$ cat config.mk
export PLATFORM = sky130hd
export DESIGN_NAME = serial_bit_feeder
export DESIGN_NICKNAME = d
export VERILOG_FILES = /design/src/rtl/serial_feeder_pkg.sv /design/src/rtl/word_hold_reg.sv /design/src/rtl/serial_bit_feeder.sv
export SDC_FILE = /design/constraint.sdc
export NUM_CORES = 1
export LEC_CHECK = 0
export CAP_MARGIN = 20
export CELL_PAD_IN_SITES_DETAIL_PLACEMENT = 2
export CELL_PAD_IN_SITES_GLOBAL_PLACEMENT = 2
export CORE_ASPECT_RATIO = 0.6
export CORE_MARGIN = 2
export CORE_UTILIZATION = 36
export DETAILED_ROUTE_END_ITERATION = 8
export DONT_BUFFER_PORTS = 1
export PLACE_DENSITY_LB_ADDON = 0.1
export SLEW_MARGIN = 20
export SYNTH_ARGS = -nofsm -noshare
export SYNTH_HDL_FRONTEND = slang
export SYNTH_SLANG_ARGS = --single-unit
export TNS_END_PERCENT = 30
$ cat constraint.sdc
create_clock -name clk -period 1.8 [get_ports clk]
set_input_delay 0.36 -clock clk [delete_from_list [all_inputs] [get_ports clk]]
set_output_delay 0.36 -clock clk [all_outputs]
set_load 0.02 [all_outputs]
$ cat src/rtl/serial_feeder_pkg.sv
// Shared types and defaults for the parallel-to-serial feeder ahead of the 1101 detector.
package serial_feeder_pkg;

   localparam int DEFAULT_WIDTH = 8;

   typedef enum logic {
      EMPTY = 1'b0,
      SHIFT = 1'b1
   } shift_state_t;

endpackage

$ cat src/rtl/word_hold_reg.sv
// Single-entry holding register: parks one word while the shifter is still busy with the previous one.
module word_hold_reg
   import serial_feeder_pkg::*;
#(
   parameter int WIDTH = DEFAULT_WIDTH
) (
   input  logic             clk,
   input  logic             rst,
   input  logic             load,
   input  logic             take,
   input  logic [WIDTH-1:0] din,
   output logic [WIDTH-1:0] dout,
   output logic             full
);

   // A load wins over a take so a same-edge refill leaves the entry occupied.
   always_ff @(posedge clk or negedge rst) begin
      if (!rst) begin
         dout <= '0;
         full <= 1'b0;
      end else if (load) begin
         dout <= din;
         full <= 1'b1;
      end else if (take) begin
         full <= 1'b0;
      end
   end

endmodule

$ cat src/rtl/serial_bit_feeder.sv
// Accepts WIDTH-bit words over valid/ready and streams them one bit per clock with no gap between words.
module serial_bit_feeder
   import serial_feeder_pkg::*;
#(
   parameter int WIDTH     = DEFAULT_WIDTH,
   parameter bit MSB_FIRST = 1'b1
) (
   input  logic             clk,
   input  logic             rst,
   input  logic [WIDTH-1:0] load_data,
   input  logic             load_valid,
   output logic             load_ready,
   output logic             ser_out,
   output logic             ser_valid,
   output logic             word_done,
   output logic             busy
);

   localparam int             CW       = $clog2(WIDTH);
   localparam logic [CW-1:0]  LAST_CNT = CW'(WIDTH - 1);

   shift_state_t     state;
   logic [WIDTH-1:0] sh_data;
   logic [CW-1:0]    sh_cnt;
   logic             sh_full;
   logic [WIDTH-1:0] hold_data;
   logic             hold_full;

   logic             accept;
   logic             at_end;
   logic             reload_slot;
   logic             take_hold;
   logic             take_new;
   logic             hold_load;
   logic [WIDTH-1:0] next_word;
   logic             cur_bit;

   assign load_ready  = !hold_full;
   assign accept      = load_valid && load_ready;
   assign at_end      = (state == SHIFT) && (sh_cnt == LAST_CNT);
   assign reload_slot = (state == EMPTY) || at_end;

   // The held word is always older than anything arriving now, so it gets the shifter first.
   assign take_hold   = reload_slot && hold_full;
   assign take_new    = reload_slot && !hold_full && accept;
   assign hold_load   = accept && !take_new;
   assign next_word   = take_hold ? hold_data : load_data;

   word_hold_reg #(.WIDTH(WIDTH)) u_hold (
      .clk  (clk),
      .rst  (rst),
      .load (hold_load),
      .take (take_hold),
      .din  (load_data),
      .dout (hold_data),
      .full (hold_full)
   );

   always_ff @(posedge clk or negedge rst) begin
      if (!rst) begin
         state   <= EMPTY;
         sh_data <= '0;
         sh_cnt  <= '0;
         sh_full <= 1'b0;
      end else begin
         case (state)
            EMPTY: begin
               if (take_hold || take_new) begin
                  state   <= SHIFT;
                  sh_data <= next_word;
                  sh_cnt  <= '0;
                  sh_full <= 1'b1;
               end
            end
            SHIFT: begin
               if (!at_end) begin
                  sh_data <= MSB_FIRST ? {sh_data[WIDTH-2:0], 1'b0}
                                       : {1'b0, sh_data[WIDTH-1:1]};
                  sh_cnt  <= sh_cnt + CW'(1);
               end else if (take_hold || take_new) begin
                  sh_data <= next_word;
                  sh_cnt  <= '0;
               end else begin
                  state   <= EMPTY;
                  sh_cnt  <= '0;
                  sh_full <= 1'b0;
               end
            end
            default: begin
               state   <= EMPTY;
               sh_full <= 1'b0;
            end
         endcase
      end
   end

   assign cur_bit   = MSB_FIRST ? sh_data[WIDTH-1] : sh_data[0];
   assign ser_out   = sh_full && cur_bit;
   assign ser_valid = sh_full;
   assign word_done = at_end;
   assign busy      = sh_full || hold_full;

endmodule
==> PnR_summary.wiki, run 1 <==
{| class="wikitable"
! Metric !! Value
|-
| Status || finished, final reports clean
|-
| Non-filler instance count after layout || 138
|-
| Die H || 46.6 um
|-
| Area occupied by multi-input gates || 475 um2
|-
| Synthesis Warnings || 0
|-
| Detailed-routing wirelength on met1 || 1360 um
|-
| Fraction of layout instances using a drive strength above 1 || 18.8%
|-
| Count of antenna-violating nets left after detailed routing || 0
|-
| Number of placed I/O pins || 16
|-
| Unrepaired setup endpoints after global routing || false
|-
| Remaining DRCs || 0
|-
| Count of TritonRoute iterations in the first routing pass || 4
|-
| Flip-flop and latch count after synthesis || 22
|-
| Data arrival time of the worst path || 1.87 ns
|-
| Net count after synthesis || 109
|-
| Transition at the pin with the smallest max-transition slack || 0.507 ns
|-
| Number of library cell types mapped by synthesis || 24
|-
| CTS tree || built
|-
| Max Fanout on Critical Path || 8
|-
| Multiplexer area fraction after synthesis || 12.0%
|-
| Hold Worst Slack || 0.0598 ns
|-
| Register area || 551 um2
|-
| Diodes inserted || 0
|-
| Std-Cell Rows || 15
|-
| WL/cell || 17.8 um
|-
| Final wirelength || 2460 um
|-
| Max Used Layer || met4
|-
| Met2 wirelength from detailed routing || 970 um
|-
| Data required time of the critical path || 1.95 ns
|-
| Number of cells on the worst reg-to-reg path || 5
|-
| Power density over the cells || 1550 nW/um2
|-
| Number of DRC markers after the initial detailed-route iteration || 50
|-
| Class of the most critical hold timing path || in -> async
|-
| Skew-Pair Late Insertion Delay || 0.26 ns
|-
| Setup TNS Final || 0 ns
|-
| Worst setup startpoint || sh_cnt[0]$_DFFE_PN0P_
|-
| Crit path setup slack, layout || 0.0782 ns
|-
| Number of buffers inserted during clock tree synthesis || 3
|-
| Largest net degree at the start of global routing || 23
|-
| Setup CP Type || reg -> reg
|-
| # resized after CTS || 0
|-
| Share of synthesized cell area in and, or, nand and nor gates || 15.1%
|-
| Number of instances in the synthesized netlist || 96
|-
| Number of setup violations in the final report || 0
|-
| Initial Util || 37.9%
|-
| IO buf count || 0
|-
| Leakage power summed over all cells || 0.000497 uW
|-
| Most frequent cells after synthesis || sky130_fd_sc_hd__dfrtp_1 (22), sky130_fd_sc_hd__o21ai_0 (18), sky130_fd_sc_hd__nand2_1 (12)
|-
| Post-CTS setup buffer count || 0
|-
| Number of global-route vias before repair || 734
|-
| Met3 wire length || 114 um
|-
| Layout overhead on the synthesized area || 5.18%
|-
| Count of max-cap constraint violations || 0
|-
| Minimum setup slack after placement || 0.0862 ns
|-
| HPWL after detailed placement || 1760 um
|-
| Normalized max-slew margin || 66.2%
|-
| Crit end category || register
|-
| EDFF count, synth || 0
|-
| Final hold violation count || 0
|-
| Leading cell types by total area after synthesis || sky130_fd_sc_hd__dfrtp_1 (51%), sky130_fd_sc_hd__mux2_4 (11%), sky130_fd_sc_hd__o21ai_0 (8.3%)
|-
| Sum of overflow across all layers after global routing || 0
|-
| Area of the die || 3490 um2
|-
| Top cell type's share of synthesized area || 50.6%
|-
| Antenna violations before repair || 0
|-
| Synth Area per Inst || 11.3 um2
|-
| F_max || 581 MHz
|-
| Routed vias || 718
|-
| Floorplan Core Area || 2870 um2
|-
| Global-route wire length before repair || 4170 um
|-
| Worst voltage drop across the vdd grid || 0.622 mV
|-
| Most frequent cell after synthesis || sky130_fd_sc_hd__dfrtp_1
|-
| H-tree depth || 1
|-
| Worst r2r src || sh_cnt[0]$_DFFE_PN0P_
|-
| Number of buffers between clock root and the deepest sink || 2
|-
| Final Max Slew Viols || 0
|-
| Via density per instance || 5.20
|-
| Routability congestion estimate from global placement || 0.715
|-
| CTS root buffer || sky130_fd_sc_hd__clkbuf_8
|-
| Number of fillers in the final layout || 297
|-
| Total global routing track utilization || 17.2%
|-
| Synthesized-area fraction occupied by ao, oa, aoi and oai cells || 14.4%
|-
| Adder and majority gate portion of the synthesized area || 2.30%
|-
| Ys flop type || sky130_fd_sc_hd__dfrtp_1
|-
| Fraction of synthesis flops using an asynchronous set or reset pin || 100%
|-
| Final worst-path cycle share || 95.7%
|-
| Clock edge transition at the registers on the reported setup and hold paths || 0.08 ns
|-
| Die W || 75.0 um
|-
| Final net count || 111
|-
| Min Clock Period, post-route || 1.72 ns
|-
| Placed cells || 134
|-
| Sequential-to-total area share from yosys stat || 50.6%
|-
| Crit start category || register
|-
| TritonCTS Sinks || 22
|-
| Largest family of logic cells by synthesized area || simple AND/OR/NAND/NOR gates
|-
| Worst Skew || 0.00228 ns
|-
| Library cell with the largest summed area after synthesis || sky130_fd_sc_hd__dfrtp_1
|-
| Parity-gate share of the synthesized area counting xor and xnor cells || 0%
|-
| Synthesized cell area || 1090 um2
|}
-- cells by family (layout without fill, tap and decap cells) --
family	after synthesis	count (layout)
AND/OR/NAND/NOR	29	29
AO/OA/AOI/OAI	27	27
flip-flops	22	22
multiplexers	9	9
buffers and inverters	7	7
adder cells (fa/ha/maj)	2	2
-- where the power goes --
| group | leakage (uW) | switching [uW] | internal (uW) |
|---|---|---|---|
| logic | 0.000207 | 286 | 310 |
| clock network | 0.0000216 | 156 | 149 |
| registers | 0.000268 | 162 | 709 |
| total | 0.000497 | 604 | 1170 |
-- cell type report --
class	instances	share of cell area, %
multi-input cells	67	41.6
flip-flops and latches	22	48.1
repair buffers	3	1.75
inverters	1	0.328
well taps	42	4.60
clock buffers	3	3.61
-- path summary, 6_finish.rpt --
check,slack [ns],end
max,0.08,u_hold.dout[3]$_DFFE_PN0P_
min,0.06,sh_data[0]$_DFF_PN0_
max reg2reg,0.08,u_hold.dout[3]$_DFFE_PN0P_
min reg2reg,0.49,sh_data[4]$_DFF_PN0_
max in group asynchronous,1.39,u_hold.dout[0]$_DFFE_PN0P_
min in group clk,0.24,u_hold.dout[6]$_DFFE_PN0P_
-- per-layer routing --
metal	vias up	track usage, %
met1	373	27.0
met5	-	0
met3	2	6.13
li1	331	-
met4	0	2.14
met2	12	22.6
-- worst max-delay path: stages, from the launching register on --
cell,delay (ns)
sky130_fd_sc_hd__dfrtp_1,0.40
sky130_fd_sc_hd__ha_1,0.21
sky130_fd_sc_hd__ha_1,0.25
sky130_fd_sc_hd__nor2b_4,0.13
sky130_fd_sc_hd__and3_4,0.30
sky130_fd_sc_hd__mux2_4,0.32
-- layout by cell type (no fill, tap or decap), drive strengths merged --
cell type	synthesis	final
a211oi	7	7
a21oi	1	1
and2	2	2
and3	1	1
buf	3	3
clkbuf	3	3
dfrtp	22	22
ha	2	2
inv	1	1
mux2	8	8
mux2i	1	1
nand2	12	12
nand3b	2	2
nor2	2	2
nor2b	8	8
o21ai	18	18
o2bb2ai	1	1
or2	1	1
or2b	1	1
-- per-stage QoR --
stage          cell area [um2]  util (%)  total power, uW
2_1_floorplan             1090         -             1360
3_3_place_gp              1100      38.2             1440
3_5_place_dp              1100      38.2             1480
4_1_cts                   1150      40.0             1790
5_1_grt                   1140      39.8             1920
6_report                  1140      39.8             1770
-- sequential cells by signal, summed over array words and instances, names as in the netlist --
| signal | flops |
|---|---|
| ser_valid | 1 |
| sh_cnt | 3 |
| sh_data | 8 |
| u_hold.full | 1 |
| state | 1 |
| u_hold.dout | 8 |
-- what timing repair did --
item,4_1_cts,5_1_grt
setup endpoints to repair,0,0
endpoints found under the hold margin,22,0
hold buffers,1,0
(Power assumes the default switching activity.)
==> inputs of run 2 (changes only) <==
- CORE_ASPECT_RATIO: 0.6 -> 1.1
==> run 2 against run 1 <==
Largest cell class unchanged. Count of clock-buffer cells in the layout stayed put. Cell area is 1.2% higher. Worst setup slack better by 0.032 ns. First-iteration DRC count is 62% lower. Sequential cell count stayed put. Clock power is 29% higher. Largest power group unchanged.
==> PnR_summary.wiki, run 2 (synthesized netlist as in run 1, its figures left out) <==
{| class="wikitable"
! Metric !! Value
|-
| Count of cell instances traversed by the critical path || 3 (-2)
|-
| Worst voltage drop across the vdd grid || 0.725 mV (+17%)
|-
| Commonest cells after routing, fill and taps aside || sky130_fd_sc_hd__dfrtp_1 (22), sky130_fd_sc_hd__o21ai_0 (18), sky130_fd_sc_hd__nand2_1 (12)
|-
| Number of buffers between clock root and the deepest sink || 2 (unchanged)
|-
| Count of TritonRoute iterations in the first routing pass || 4 (unchanged)
|-
| Data arrival time of the worst path || 1.33 ns (-0.54 ns)
|-
| Crit path setup slack, layout || 0.110 ns (+0.0316 ns)
|-
| Skew-Pair Late Insertion Delay || 0.33 ns (+0.07 ns)
|-
| Cell internal pwr || 1250 uW (+7.1%)
|-
| Clock network power share || 21.1% (+3.9 points)
|-
| Crit end category || output pin
|-
| Largest net degree at the start of global routing || 23 (unchanged)
|-
| Final worst-path cycle share || 93.9% (-1.8 points)
|-
| Routed vias || 712 (-0.84%)
|-
| Fraction of layout instances using a drive strength above 1 || 20.4% (+1.7 points)
|-
| Number of buffers inserted during clock tree synthesis || 3 (unchanged)
|-
| Part of the power in registers || 46.6% (-2.5 points)
|-
| Met2 wirelength from detailed routing || 1100 um (+13%)
|-
| Comb pwr share || 32.3% (-1.3 points)
|-
| Delay of the slowest cell on the worst path || 0.42 ns (+0.02 ns)
|-
| Non-filler instance count after layout || 131 (-5.1%)
|-
| Remaining DRCs || 0 (unchanged)
|-
| Met3 wire length || 100 um (-12%)
|-
| Worst Skew || 0.0163 ns (+0.0140 ns)
|-
| Total global routing track utilization || 17.3% (+0.069 points)
|-
| Count of max-cap constraint violations || 0 (unchanged)
|-
| Min Clock Period, post-route || 1.69 ns (-0.0316 ns)
|-
| Worst setup startpoint || sh_cnt[0]$_DFFE_PN0P_
|-
| Slowest CP cell || sky130_fd_sc_hd__dfrtp_1
|-
| Antenna violations before repair || 0 (unchanged)
|-
| Minimum setup slack after placement || 0.104 ns (+0.0177 ns)
|-
| Number of DRC markers after the initial detailed-route iteration || 19 (-62%)
|-
| Hold Path Cell Cnt || 1
|-
| CP delay by family, top || adder cells
|-
| Worst reg-to-reg setup slack || 0.14 ns (+0.06 ns)
|-
| Number of cells on the worst reg-to-reg path || 5 (unchanged)
|-
| Global-route wire length before repair || 4330 um (+3.8%)
|-
| Data required time of the critical path || 1.44 ns (-0.51 ns)
|-
| Initial Util || 38.5% (+0.59 points)
|-
| Area of the die || 3480 um2 (-0.40%)
|-
| Clock edge transition at the registers on the reported setup and hold paths || 0.14 ns (+0.06 ns)
|-
| Max Fanout on Critical Path || 4 (-4)
|-
| Routability congestion estimate from global placement || 0.673 (-5.9%)
|-
| TritonCTS Sinks || 22 (unchanged)
|-
| Final Max Slew Viols || 0 (unchanged)
|-
| Post-CTS setup buffer count || 0 (unchanged)
|-
| Transition at the pin with the smallest max-transition slack || 0.496 ns (-0.0109 ns)
|-
| Final hold violation count || 0 (unchanged)
|-
| Sum of overflow across all layers after global routing || 0 (unchanged)
|-
| CTS tree || built
|-
| Final net count || 112 (+0.90%)
|-
| Final wirelength || 2420 um (-1.6%)
|-
| Diodes inserted || 0 (unchanged)
|-
| Worst r2r src || sh_cnt[0]$_DFFE_PN0P_
|-
| Layout overhead on the synthesized area || 6.44%
|-
| Normalized max-slew margin || 67.0% (+0.73 points)
|-
| Status || finished, final reports clean
|-
| Cell-by-cell trace of the critical path || ha_1 -> ha_2 -> and2_4
|-
| Max Used Layer || met4
|-
| Std-Cell Rows || 20 (+5)
|-
| HPWL after detailed placement || 1640 um (-7.0%)
|-
| WL/cell || 18.5 um (+3.7%)
|-
| Setup CP Type || reg -> out
|-
| Hold Worst Slack || 0.160 ns (+0.100 ns)
|-
| Die W || 56.4 um (-25%)
|-
| Worst reg2reg path endpoint || u_hold.dout[7]$_DFFE_PN0P_
|-
| Cell Area, Placed || 1090 um2 (-1.0%)
|-
| Number of placed I/O pins || 16 (unchanged)
|-
| IO buf count || 0 (unchanged)
|-
| Switching component of the power || 611 uW (+1.2%)
|-
| Placed cells || 125 (-6.7%)
|-
| Unrepaired setup endpoints after global routing || false
|-
| Largest registers || sh_data (8), u_hold.dout (8), sh_cnt (3)
|-
| Power density over the cells || 1610 nW/um2 (+3.8%)
|-
| Crit start category || register
|-
| Die H || 61.6 um (+32%)
|-
| CTS root buffer || sky130_fd_sc_hd__clkbuf_4
|-
| Number of setup violations in the final report || 0 (unchanged)
|-
| Leakage power summed over all cells || 0.000506 uW (+1.8%)
|-
| Switching share of power || 32.8% (-1.3 points)
|-
| Setup TNS Final || 0 ns (unchanged)
|-
| Buffer and inverter count on the worst path || 0 (unchanged)
|-
| H-tree depth || 1 (unchanged)
|-
| Most common cell after layout, fill and taps aside || sky130_fd_sc_hd__dfrtp_1
|-
| F_max || 592 MHz (+1.9%)
|-
| Number of global-route vias before repair || 818 (+11%)
|-
| Capturing instance or port of the critical path || word_done
|-
| Class of the most critical hold timing path || in -> reg
|-
| Detailed-routing wirelength on met1 || 1150 um (-15%)
|-
| Via density per instance || 5.44 (+4.5%)
|-
| Count of antenna-violating nets left after detailed routing || 0 (unchanged)
|-
| Floorplan Core Area || 2830 um2 (-1.5%)
|-
| Finished Cell Area || 1160 um2 (+1.2%)
|}
run 2: cell count changes in the layout (fill, tap and decap cells not counted), sizes merged:
cell / before / now
dlygate4sd3: 0 / 1
bufinv: 0 / 1
run 2: cell type report:
cell class | count | area (um2)
multi-input cells | 67 | 479
inverters | 1 | 3.75
clock inverters | 1 | 30.0
repair buffers | 4 | 30.0
flip-flops and latches | 22 | 551
clock buffers | 3 | 22.5
well taps | 33 | 41.3
fillers | 305 | 1670
run 2: worst min-delay path by stage:
stage                                  to          from  slack, ns
2_1_floorplan       ser_valid$_DFFE_PN0P_           rst       0.06
3_3_place_gp         sh_data[5]$_DFF_PN0_           rst       0.06
3_5_place_dp         sh_data[5]$_DFF_PN0_           rst       0.06
4_1_cts        u_hold.dout[2]$_DFFE_PN0P_  load_data[2]       0.15
5_1_grt        u_hold.dout[2]$_DFFE_PN0P_  load_data[2]       0.13
6_report       u_hold.dout[2]$_DFFE_PN0P_  load_data[2]       0.16
run 2: per-stage QoR:
stage | util, % | power [uW]
2_1_floorplan | - | 1360
3_3_place_gp | 38.4 | 1430
3_5_place_dp | 38.4 | 1470
4_1_cts | 40.7 | 1890
5_1_grt | 40.9 | 2030
6_report | 40.9 | 1860
run 2: what timing repair did:
| action | 4_1_cts | 5_1_grt |
|---|---|---|
| gates cloned | 0 | 0 |
| endpoints found under the hold margin | 22 | 22 |
| endpoints found under the setup margin | 1 | 1 |
| gates resized for setup | 1 | 1 |
| hold buffers | 1 | 1 |
run 2: worst reg2reg max path, delay by kind of cell (launching register included):
kind,cells,cell delay [ns]
adders and majority gates,2,0.43
DFF,1,0.42
muxes,1,0.31
and+or+nand+nor,2,0.41
run 2: layer usage:
layer	global-route usage, %	up-vias
li1	-	336
met1	23.8	353
met3	3.36	6
met2	25.5	17
met5	0	-
met4	10.2	0
run 2: power groups by stage:
stage	Clock, uW	Sequential, uW	Combinational (uW)
after floorplan	0	811	545
after global placement	0	870	559
after detailed placement	0	876	592
final	393	867	602
after CTS	410	873	609
after global routing	432	909	694
==> inputs of run 3 (changes only) <==
- CORE_MARGIN: 2 -> 5
==> run 3 against run 2 <==
The run now ends with negative hold slack left. Hold slack worse by 0.17 ns. Register-to-register slack worse by 0.02 ns. Maximum frequency up 0.14%. Worst setup slack better by 0.0024 ns. Combinational power about the same. Cell area down 0.32%. Die area up 21%. Critical path depth unchanged.
==> PnR_summary.wiki, run 3 (synthesized netlist as in run 1, its figures left out) <==
{| class="wikitable"
! Metric !! Value
|-
| IO buf count || 0 (unchanged)
|-
| Most common cell after layout, fill and taps aside || sky130_fd_sc_hd__dfrtp_1
|-
| Data arrival time of the worst path || 1.33 ns (about the same)
|-
| Status || finished, violations left
|-
| Worst voltage drop across the vdd grid || 0.648 mV (-11%)
|-
| Routability congestion estimate from global placement || 0.711 (+5.7%)
|-
| Via density per instance || 5.40 (-0.62%)
|-
| Leakage power summed over all cells || 0.000509 uW (+0.60%)
|-
| Data required time of the critical path || 1.44 ns (about the same)
|-
| Floorplan Core Area || 2970 um2 (+5.0%)
|-
| Final worst-path cycle share || 93.8% (-0.13 points)
|-
| Final hold violation count || 8 (+8)
|-
| Area of the die || 4220 um2 (+21%)
|-
| Power consumption || 1850 uW (-0.66%)
|-
| Final Max Slew Viols || 0 (unchanged)
|-
| Diodes inserted || 0 (unchanged)
|-
| H-tree depth || 1 (unchanged)
|-
| Number of buffers between clock root and the deepest sink || 2 (unchanged)
|-
| Fraction of layout instances using a drive strength above 1 || 20.4% (unchanged)
|-
| Unrepaired setup endpoints after global routing || false
|-
| Total global routing track utilization || 12.6% (-4.7 points)
|-
| Crit start category || register
|-
| Final wirelength || 2360 um (-2.3%)
|-
| Number of global-route vias before repair || 814 (-0.49%)
|-
| WL/cell || 17.9 um (-3.0%)
|-
| CTS tree || built
|-
| Initial Util || 36.6% (-1.8 points)
|-
| Routed vias || 713 (+0.14%)
|-
| Crit end category || output pin
|-
| Largest registers || sh_data (8), u_hold.dout (8), sh_cnt (3)
|-
| Hold Worst Slack || -0.00828 ns (-0.169 ns)
|-
| Skew-Pair Late Insertion Delay || 0.31 ns (-0.02 ns)
|-
| Global-route wire length before repair || 4170 um (-3.8%)
|-
| Setup TNS Final || 0 ns (unchanged)
|-
| Max Fanout on Critical Path || 4 (unchanged)
|-
| Transition at the pin with the smallest max-transition slack || 0.513 ns (+0.0173 ns)
|-
| Violations in the final reports || negative hold slack
|-
| Setup CP Type || reg -> out
|-
| Largest net degree at the start of global routing || 23 (unchanged)
|-
| Sum of overflow across all layers after global routing || 0 (unchanged)
|-
| TritonCTS Sinks || 22 (unchanged)
|-
| Count of antenna-violating nets left after detailed routing || 0 (unchanged)
|-
| Power density over the cells || 1600 nW/um2 (-0.33%)
|-
| Final net count || 112 (unchanged)
|-
| Number of DRC markers after the initial detailed-route iteration || 28 (+9)
|-
| Count of max-cap constraint violations || 0 (unchanged)
|-
| Remaining DRCs || 0 (unchanged)
|-
| Std-Cell Rows || 21 (+5.0%)
|-
| Class of the most critical hold timing path || in -> async
|-
| Normalized max-slew margin || 65.8% (-1.2 points)
|-
| Worst Skew || 0.0145 ns (-0.00184 ns)
|-
| Number of buffers inserted during clock tree synthesis || 3 (unchanged)
|-
| Die H || 67.6 um (+9.7%)
|-
| Commonest cells after routing, fill and taps aside || sky130_fd_sc_hd__dfrtp_1 (22), sky130_fd_sc_hd__o21ai_0 (18), sky130_fd_sc_hd__nand2_1 (12)
|-
| F_max || 592 MHz (+0.14%)
|-
| Count of TritonRoute iterations in the first routing pass || 3 (-1)
|-
| CTS root buffer || sky130_fd_sc_hd__clkbuf_4
|-
| Clock edge transition at the registers on the reported setup and hold paths || 0.14 ns (about the same)
|-
| Min Clock Period, post-route || 1.69 ns (-0.00243 ns)
|-
| Layout overhead on the synthesized area || 6.10%
|-
| Antenna violations before repair || 0 (unchanged)
|-
| Number of placed I/O pins || 16 (unchanged)
|-
| Number of setup violations in the final report || 0 (unchanged)
|-
| HPWL after detailed placement || 1660 um (+1.3%)
|-
| Die W || 62.4 um (+11%)
|}
-- run 3: cell types whose count changed in the layout (fill, tap and decap cells not counted), sizes merged --
cell / change
buf: +1
dlygate4sd3: -1
-- run 3: final timing paths --
path	end	slack (ns)	startpoint	depth (start not counted)
min in group clk	u_hold.dout[1]$_DFFE_PN0P_	0.18	load_data[1]	1
hold / removal	sh_data[4]$_DFF_PN0_	-0.008	rst	1
setup reg to reg	u_hold.dout[6]$_DFFE_PN0P_	0.12	sh_cnt[0]$_DFFE_PN0P_	5
hold reg to reg	sh_data[2]$_DFF_PN0_	0.50	sh_data[1]$_DFF_PN0_	2
max in group asynchronous	sh_cnt[0]$_DFFE_PN0P_	1.45	rst	1
setup / recovery	word_done	0.11	sh_cnt[0]$_DFFE_PN0P_	3
-- run 3: stage by stage --
| stage | std cells | instance area [um2] | hold WS [ns] | worst slack, ns | utilization, % |
|---|---|---|---|---|---|
| after detailed placement | 126 | 1090 | 0.0651 | 0.110 | 36.6 |
| after CTS | 131 | 1150 | 0.168 | 0.0132 | 38.7 |
| after global placement | 126 | 1090 | 0.0652 | 0.155 | 36.6 |
| after global routing | 132 | 1150 | 0.0180 | 0.0461 | 38.9 |
| final | 132 | 1150 | -0.00828 | 0.112 | 38.9 |
| after floorplan | 96 | 1090 | 0.0644 | 0.0718 | - |
-- run 3: critical path, stage by stage (launching register included) --
cell                      delay [ns]
sky130_fd_sc_hd__dfrtp_1        0.40
sky130_fd_sc_hd__ha_1           0.20
sky130_fd_sc_hd__ha_1           0.24
sky130_fd_sc_hd__and2_4         0.19
-- run 3: layout make-up --
type,count,area [um2]
timing repair buffer,4,27.5
clock buffer,3,22.5
clock inverter,1,30.0
sequential,22,551
tap,34,42.5
inverter,1,3.75
multi-input combinational,67,477
fill,313,1820
-- run 3: what timing repair did --
| action | in CTS | in global routing |
|---|---|---|
| hold endpoints to repair | 22 | 0 |
| hold buffers | 1 | 0 |
| setup buffers | 0 | 1 |
| gates resized for setup | 0 | 1 |
| endpoints found under the setup margin | 0 | 1 |
-- run 3: metal layers --
metal / GRT usage, % / up-vias / part of all wire [%] / routed length (um)
met5: 0 / - / 0 / 0
met4: 3.98 / 0 / 0.68 / 16
met3: 3.33 / 2 / 4.6 / 109
met2: 20.6 / 8 / 49 / 1160
met1: 16.4 / 369 / 45 / 1080
li1: - / 334 / - / -
-- run 3: where the power goes --
group / switching [uW] / internal [uW]
combinational: 281 / 322
sequential: 156 / 707
clock: 157 / 225
